**src/rtl/rename_ckpt.sv**
```systemverilog
// Single-issue register rename with a circular free list and branch checkpoints.
// A mispredict restores the map, the free-list read pointer and the ROB counter
// from a checkpoint in one cycle.
module rename_ckpt #(
  parameter int unsigned ARCH_REGS = 32,
  parameter int unsigned PHYS_REGS = 128,
  parameter int unsigned PREG_W    = $clog2(PHYS_REGS),
  parameter int unsigned ROB_W     = 5,
  parameter int unsigned NUM_CKPT  = 4,
  parameter int unsigned CKPT_W    = $clog2(NUM_CKPT)
) (
  input  logic              clk,
  input  logic              reset,
  input  logic              valid_in,
  output logic              ready_in,
  input  logic [6:0]        opcode,
  input  logic [4:0]        rs1,
  input  logic [4:0]        rs2,
  input  logic [4:0]        rd,
  input  logic [31:0]       imm_in,
  output logic              valid_out,
  input  logic              ready_out,
  output logic [PREG_W-1:0] ps1,
  output logic [PREG_W-1:0] ps2,
  output logic [PREG_W-1:0] pd_new,
  output logic [PREG_W-1:0] pd_old,
  output logic [31:0]       imm_out,
  output logic [ROB_W-1:0]  rob_tag,
  output logic              br_valid,
  output logic [CKPT_W-1:0] br_tag,
  input  logic              commit_valid,
  input  logic [PREG_W-1:0] commit_pd_old,
  input  logic              resolve_valid,
  input  logic              mispredict,
  input  logic [CKPT_W-1:0] mispredict_tag
);

  localparam int unsigned FL_DEPTH = PHYS_REGS - ARCH_REGS;
  localparam int unsigned FL_AW    = (FL_DEPTH > 1) ? $clog2(FL_DEPTH) : 1;
  localparam int unsigned FL_CW    = $clog2(FL_DEPTH + 1);
  localparam int unsigned CP_W     = CKPT_W + 1;

  localparam logic [6:0] OP_STORE  = 7'b0100011;
  localparam logic [6:0] OP_BRANCH = 7'b1100011;
  localparam logic [6:0] OP_JAL    = 7'b1101111;
  localparam logic [6:0] OP_JALR   = 7'b1100111;

  // Free-list pointer: index into the circular buffer plus a lap bit.
  typedef struct packed {
    logic             wrap;
    logic [FL_AW-1:0] idx;
  } fl_ptr_t;

  // Advance a free-list pointer, toggling the lap bit when the index wraps.
  function automatic fl_ptr_t fl_inc(input fl_ptr_t p);
    fl_ptr_t r;
    r = p;
    if (p.idx == FL_AW'(FL_DEPTH - 1)) begin
      r.idx  = '0;
      r.wrap = ~p.wrap;
    end else begin
      r.idx = p.idx + FL_AW'(1);
    end
    return r;
  endfunction

  logic [PREG_W-1:0] map_q    [ARCH_REGS];
  logic [PREG_W-1:0] map_nxt  [ARCH_REGS];
  logic [PREG_W-1:0] fl_mem   [FL_DEPTH];
  fl_ptr_t           fl_rd_q, fl_wr_q, fl_rd_nxt;
  logic [ROB_W-1:0]  rob_q;

  logic [PREG_W-1:0] ckpt_map [NUM_CKPT][ARCH_REGS];
  fl_ptr_t           ckpt_rd  [NUM_CKPT];
  logic [ROB_W-1:0]  ckpt_rob [NUM_CKPT];
  logic [CP_W-1:0]   ckpt_head_q, ckpt_tail_q;

  logic              writer, ckpted, fire, push;
  logic [FL_CW-1:0]  fl_count;
  logic [CP_W-1:0]   ckpt_count;
  logic [CKPT_W-1:0] mp_off;
  logic [PREG_W-1:0] pop_pd;

  // Decode, occupancy, handshake and the post-rename map for this cycle.
  always_comb begin
    writer     = (rd != 5'd0) && (opcode != OP_STORE) && (opcode != OP_BRANCH);
    ckpted     = (opcode == OP_BRANCH) || (opcode == OP_JAL) || (opcode == OP_JALR);
    if (fl_wr_q.wrap == fl_rd_q.wrap) begin
      fl_count = FL_CW'(fl_wr_q.idx) - FL_CW'(fl_rd_q.idx);
    end else begin
      fl_count = FL_CW'(FL_DEPTH) - FL_CW'(fl_rd_q.idx) + FL_CW'(fl_wr_q.idx);
    end
    ckpt_count = ckpt_tail_q - ckpt_head_q;
    mp_off     = mispredict_tag - ckpt_head_q[CKPT_W-1:0];
    ready_in   = !mispredict && (!valid_out || ready_out) &&
                 (!writer || (fl_count != '0)) &&
                 (!ckpted || (ckpt_count != CP_W'(NUM_CKPT)));
    fire       = valid_in && ready_in;
    push       = commit_valid && (commit_pd_old != '0);
    pop_pd     = fl_mem[fl_rd_q.idx];
    fl_rd_nxt  = fl_rd_q;
    map_nxt    = map_q;
    if (fire && writer) begin
      fl_rd_nxt   = fl_inc(fl_rd_q);
      map_nxt[rd] = pop_pd;
    end
  end

  // Rename map: identity at reset, rolled back on mispredict.
  always_ff @(posedge clk or negedge reset) begin
    if (!reset) begin
      for (int i = 0; i < int'(ARCH_REGS); i++) map_q[i] <= PREG_W'(i);
    end else if (mispredict) begin
      for (int i = 0; i < int'(ARCH_REGS); i++) map_q[i] <= ckpt_map[mispredict_tag][i];
    end else begin
      for (int i = 0; i < int'(ARCH_REGS); i++) map_q[i] <= map_nxt[i];
    end
  end

  // Free list: commits push at the write pointer, which is never rolled back.
  always_ff @(posedge clk or negedge reset) begin
    if (!reset) begin
      for (int i = 0; i < int'(FL_DEPTH); i++) fl_mem[i] <= PREG_W'(int'(ARCH_REGS) + i);
      fl_rd_q <= '0;
      fl_wr_q <= '{wrap: 1'b1, idx: '0};
    end else begin
      if (push) begin
        fl_mem[fl_wr_q.idx] <= commit_pd_old;
        fl_wr_q             <= fl_inc(fl_wr_q);
      end
      fl_rd_q <= mispredict ? ckpt_rd[mispredict_tag] : fl_rd_nxt;
    end
  end

  // ROB tag counter.
  always_ff @(posedge clk or negedge reset) begin
    if (!reset) begin
      rob_q <= '0;
    end else if (mispredict) begin
      rob_q <= ckpt_rob[mispredict_tag];
    end else if (fire) begin
      rob_q <= rob_q + ROB_W'(1);
    end
  end

  // Checkpoint ring: allocate at tail, resolve in order at head, truncate on mispredict.
  always_ff @(posedge clk or negedge reset) begin
    if (!reset) begin
      ckpt_head_q <= '0;
      ckpt_tail_q <= '0;
      for (int c = 0; c < int'(NUM_CKPT); c++) begin
        ckpt_rd[c]  <= '0;
        ckpt_rob[c] <= '0;
        for (int i = 0; i < int'(ARCH_REGS); i++) ckpt_map[c][i] <= '0;
      end
    end else if (mispredict) begin
      ckpt_tail_q <= ckpt_head_q + CP_W'(mp_off) + CP_W'(1);
    end else begin
      if (fire && ckpted) begin
        for (int i = 0; i < int'(ARCH_REGS); i++) ckpt_map[ckpt_tail_q[CKPT_W-1:0]][i] <= map_nxt[i];
        ckpt_rd[ckpt_tail_q[CKPT_W-1:0]]  <= fl_rd_nxt;
        ckpt_rob[ckpt_tail_q[CKPT_W-1:0]] <= rob_q + ROB_W'(1);
        ckpt_tail_q <= ckpt_tail_q + CP_W'(1);
      end
      if (resolve_valid) begin
        ckpt_head_q <= ckpt_head_q + CP_W'(1);
      end
    end
  end

  // Output register: loads on fire, drains on ready_out, flushed on mispredict.
  always_ff @(posedge clk or negedge reset) begin
    if (!reset) begin
      valid_out <= 1'b0;
      ps1       <= '0;
      ps2       <= '0;
      pd_new    <= '0;
      pd_old    <= '0;
      imm_out   <= '0;
      rob_tag   <= '0;
      br_valid  <= 1'b0;
      br_tag    <= '0;
    end else if (mispredict) begin
      valid_out <= 1'b0;
    end else if (fire) begin
      valid_out <= 1'b1;
      ps1       <= map_q[rs1];
      ps2       <= map_q[rs2];
      pd_new    <= writer ? pop_pd : '0;
      pd_old    <= writer ? map_q[rd] : '0;
      imm_out   <= imm_in;
      rob_tag   <= rob_q;
      br_valid  <= ckpted;
      br_tag    <= ckpted ? ckpt_tail_q[CKPT_W-1:0] : '0;
    end else if (ready_out) begin
      valid_out <= 1'b0;
    end
  end

  // Illegal-input checks.
  a_resolve_live : assert property (@(posedge clk) disable iff (!reset)
    (resolve_valid || mispredict) |-> (ckpt_count != '0));
  a_mp_tag_live : assert property (@(posedge clk) disable iff (!reset)
    mispredict |-> (CP_W'(mp_off) < ckpt_count));
  a_push_not_full : assert property (@(posedge clk) disable iff (!reset)
    push |-> (fl_count != FL_CW'(FL_DEPTH)));

endmodule
```
**config.mk**
```make
export PLATFORM = sky130hd
export DESIGN_NAME = rename_ckpt
export DESIGN_NICKNAME = d
export VERILOG_FILES = /design/src/rtl/rename_ckpt.sv
export SDC_FILE = /design/constraint.sdc
export NUM_CORES = 2
export LEC_CHECK = 0
export ABC_AREA = 0
export CAP_MARGIN = 25
export CORE_ASPECT_RATIO = 0.8
export CORE_UTILIZATION = 40
export CTS_BUF_LIST = sky130_fd_sc_hd__clkbuf_8
export DETAILED_ROUTE_END_ITERATION = 6
export PLACE_DENSITY = 0.66
export REMOVE_ABC_BUFFERS = 1
export SLEW_MARGIN = 0
export SYNTH_ARGS = -nofsm -noshare
export SYNTH_HDL_FRONTEND = slang
export SYNTH_SLANG_ARGS = --single-unit
```
**constraint.sdc**
```tcl
create_clock -name clk -period 4.27 [get_ports clk]
set_input_delay 0.427 -clock clk [delete_from_list [all_inputs] [get_ports clk]]
set_output_delay 0.427 -clock clk [all_outputs]
set_load 0.05 [all_outputs]
```
==> results.toml <==
[status]
run_status = "finished, final reports clean"

[die]
dieArea_um2 = 232600
std_cell_rows = 157
die_h_um = 431.6
die-width_um = 539.0
initial_core_util_pct = 40.29
io_pins = 140
core-area_um2 = 229000

[sta]
finalHoldViolCount = 0
setup_violations = 0
min_period_ps = 4176
slew-limit-headroom_pct = 23.36
worst_pin_slew_ps = 1146
period_share_pct = 97.80
maxSlewViolCount = 0
rsz0062_at_grt = "yes"
max_freq_ghz = 0.2395
skew_ps = 98.09

[drt]
dr.first_iter.drc_count = 7394
drt_first_pass_iters = 6
finalWirelength_um = 288900
wl_per_cell_um = 26.22
routed_via_density = 6.033
ant_nets = 0
vias = 66460
post-route-drc-count = 0

[logic_synthesis]
synth_ff_type = "dfrtp_1"
yosysSeqAreaShare_pct = 53.22
synth-async-reset-ratio_pct = 100.0
syn_inst = 7475
yosys_warnings = 0
synth_edf_count = 0
ys_seq_elements = 1940
mappedNetlistArea_um2 = 92270
synth_area_leaders = "dfrtp_1 40%, mux4_2 14%, dfstp_2 13%"
netlist.area_leader.share_pct = 40.44
synth.avg_cell_area_um2 = 12.34
synth_largest_area_cell = "dfrtp_1"
synth_cell_types = 89

[clocking]
cts_tree = "yes"
cts-root-buf = "clkbuf_8"
cts.htree.levels = 5
path_clk_slew_ps = 60
worstSkewPairLatency_ps = 1090
cts_buffer_depth = 4
cts_sinks = 1940
numCtsBuffers = 340

[worst_setup_path]
cp.required_ps = 5190
r2r_setup_slack_ps = 90
critical_path_class = "reg -> reg"
critPathBufInv = 3
crit_family = "compound AO/OA/AOI/OAI gates"
path_max_fanout = 36
cp_slowest_stage_delay_ps = 680
critical_path_arrival_ps = 5090
cpMaxStageDelayCell = "o41ai_2"
cp-start-kind = "register"
critical_path.most_common_cell = "buf_12"
crit_chain = "buf_4 -> buf_12 -> mux4_2 -> a221oi_1 -> o21ai_1 -> nand4_1 -> or3b_2 -> buf_12 -> o41ai_2 -> o21ai_0"
worst_setup_path_end_kind = "register"

[power_and_ir_drop]
power.total_mw = 49.26
max-vdd-ir-drop_uv = 386.0
p_leak_nw = 44.73
p_per_area_nw_per_um2 = 462.1

[place]
gp_congestion = 0.9500
dp.cells = 10360
io_buffer_count = 139
hpwlAfterDp_um = 185500

[cells_and_area]
syn_to_final_growth_pct = 15.51
final_nets = 7829
final_cell_count_no_fill = 11020
drive_above_1_share_pct = 33.87

[global_routing]
antenna_found_initial = 11
first_global_vias = 67740
grt_max_degree = 179
gr-total-overflow = 0
grt.total_usage_pct = 24.80
grt_pass1_wl_um = 440400

[flow_run]
max_cap_violations = 0

[hold_path]
hold_path_class = "in -> reg"
==> kinds of logic after synthesis <==
group                    synth area share [%]
multiplexers                            24.93
adder cells (fa/ha/maj)                0.4637
AND/OR/NAND/NOR                         9.168
flip-flops                              53.22
XOR/XNOR                               0.2522
buffers and inverters                   2.979
AO/OA/AOI/OAI                           8.990
==> cells in the mapped netlist, types with 6 or more instances <==
cell      instances
nand2_1        1448
o21ai_0         910
xor2_1            7
dfrtp_1        1491
a211oi_1          8
o22ai_1          13
nor4_1            9
or2_2             6
or4_1             7
nand4_1          27
a31oi_1           6
nor2_1          121
a22o_1            8
nor3_2           27
nor3b_1           8
or3_1            14
ha_1             23
a22oi_1          51
o41ai_2          19
and3_1            6
buf_1            78
dfstp_2         449
nand3_1         114
nor2b_1          22
nor4_4           23
o31ai_1         199
fa_1              7
clkbuf_1        430
nor3_1           30
mux4_2          582
mux2i_1         196
buf_6             9
o41ai_4           6
and2_1           13
inv_1            58
buf_2            88
buf_4             8
a21oi_1          45
nand2b_1         12
xnor2_1          17
o21ai_1          95
mux2_2          703
==> metal layers <==
layer	GRT usage, %	up-vias	share of wire (%)
li1	-	27670	-
met1	34.74	34590	41
met2	36.02	3569	43
met3	7.872	633	11
met4	9.059	4	3.7
met5	0	-	0.0073
==> final cells by class <==
type,instances,area [um2]
sequential,1940,49120
fill,20150,122500
timing repair buffer,526,6018
clock buffer,430,5918
antenna,6,15.01
inverter,60,227.7
clock inverter,173,815.8
tap,3021,3780
multi-input combinational,4861,40690
==> stage by stage <==
stage                     setup WS [ps]  setup TNS [ps]  hold WS [ps]  cell area (um2)  util, %
after detailed placement         -246.6          -45300         368.5            99080    43.26
after global placement           -201.1          -35400         370.2            99070    43.25
after global routing             -29.21          -168.0         91.17           106600    46.53
after floorplan                  -11230               -         131.4            89750        -
final                             94.05               0         84.11           106600    46.54
after CTS                         13.15               0         18.70           106300    46.42
==> worst min-delay path, delay by kind of cell <==
family	cells	cell delay [ps]
buf+inv	2	290
simple gates	3	290
compound gates	1	70
==> power by group <==
part	switching [mW]	internal (mW)	total, mW	leakage, nW
logic	5.71	4.18	9.90	15.6
clock network	7.78	9.25	17.0	3.98
registers	1.11	21.2	22.3	25.2
==> registers in the layout (all words and copies together) (netlist names), 8 cells and up, named ones only <==
| register | cells |
|---|---|
| ckpt_map | 896 |
| ckpt_rd | 32 |
| ckpt_rob | 20 |
| fl_mem | 672 |
| fl_rd_q | 8 |
| fl_wr_q | 8 |
| imm_out | 32 |
| map_q | 220 |
==> cells in the final DEF, fill, tap and decap left out, types with 8 or more instances in the layout <==
master           instances
mux2_2                 703
nor2b_1                 21
nor3_2                  25
o41ai_2                 17
nor3_4                   8
a22oi_1                 51
o31ai_1                199
dfrtp_1               1487
o41ai_4                  9
nor4_4                  23
dfstp_2                449
inv_1                  193
nand4_1                 27
mux4_2                 582
buf_12                 125
nand2_1               1445
nor4_1                   9
a21oi_1                 45
nand2b_1                12
or3_1                   13
a211oi_1                 8
and2_1                  13
nand3_1                111
ha_1                    21
clkinv_2                24
nor3_1                  24
dlygate4sd3_1           39
nor2_1                 120
clkdlybuf4s50_1        121
o21ai_0                910
buf_4                  222
xnor2_1                 16
clkbuf_8               430
o21ai_1                 95
o22ai_1                 13
mux2i_1                196
==> what timing repair did <==
item / CTS / global route
gates resized for setup: 19 / 15
setup endpoints to repair: 1 / 54
pin swaps: 6 / 2
cloned: 0 / 1
endpoints found under the hold margin: 1175 / 5
hold buffers: 39 / 1
setup buffers: 5 / 2
==> worst paths after layout <==
| kind | from | endpoint | cells after the start |
|---|---|---|---|
| setup / recovery | fl_rd_q[0]$_DFF_PN0_ | ckpt_map[41]$_DFFE_PN0P_ | 10 |
| hold / removal | commit_pd_old[4] | fl_wr_q[1]$_DFFE_PN0P_ | 6 |
| setup reg to reg | fl_rd_q[0]$_DFF_PN0_ | ckpt_map[41]$_DFFE_PN0P_ | 10 |
| hold reg to reg | ckpt_rob[16]$_DFFE_PN0P_ | ckpt_rob[16]$_DFFE_PN0P_ | 2 |
| max in group asynchronous | reset | ckpt_map[650]$_DFFE_PN0P_ | 4 |
| min in group asynchronous | reset | map_q[184]$_DFF_PN1_ | 2 |
Power figures use the tool's default switching activity.
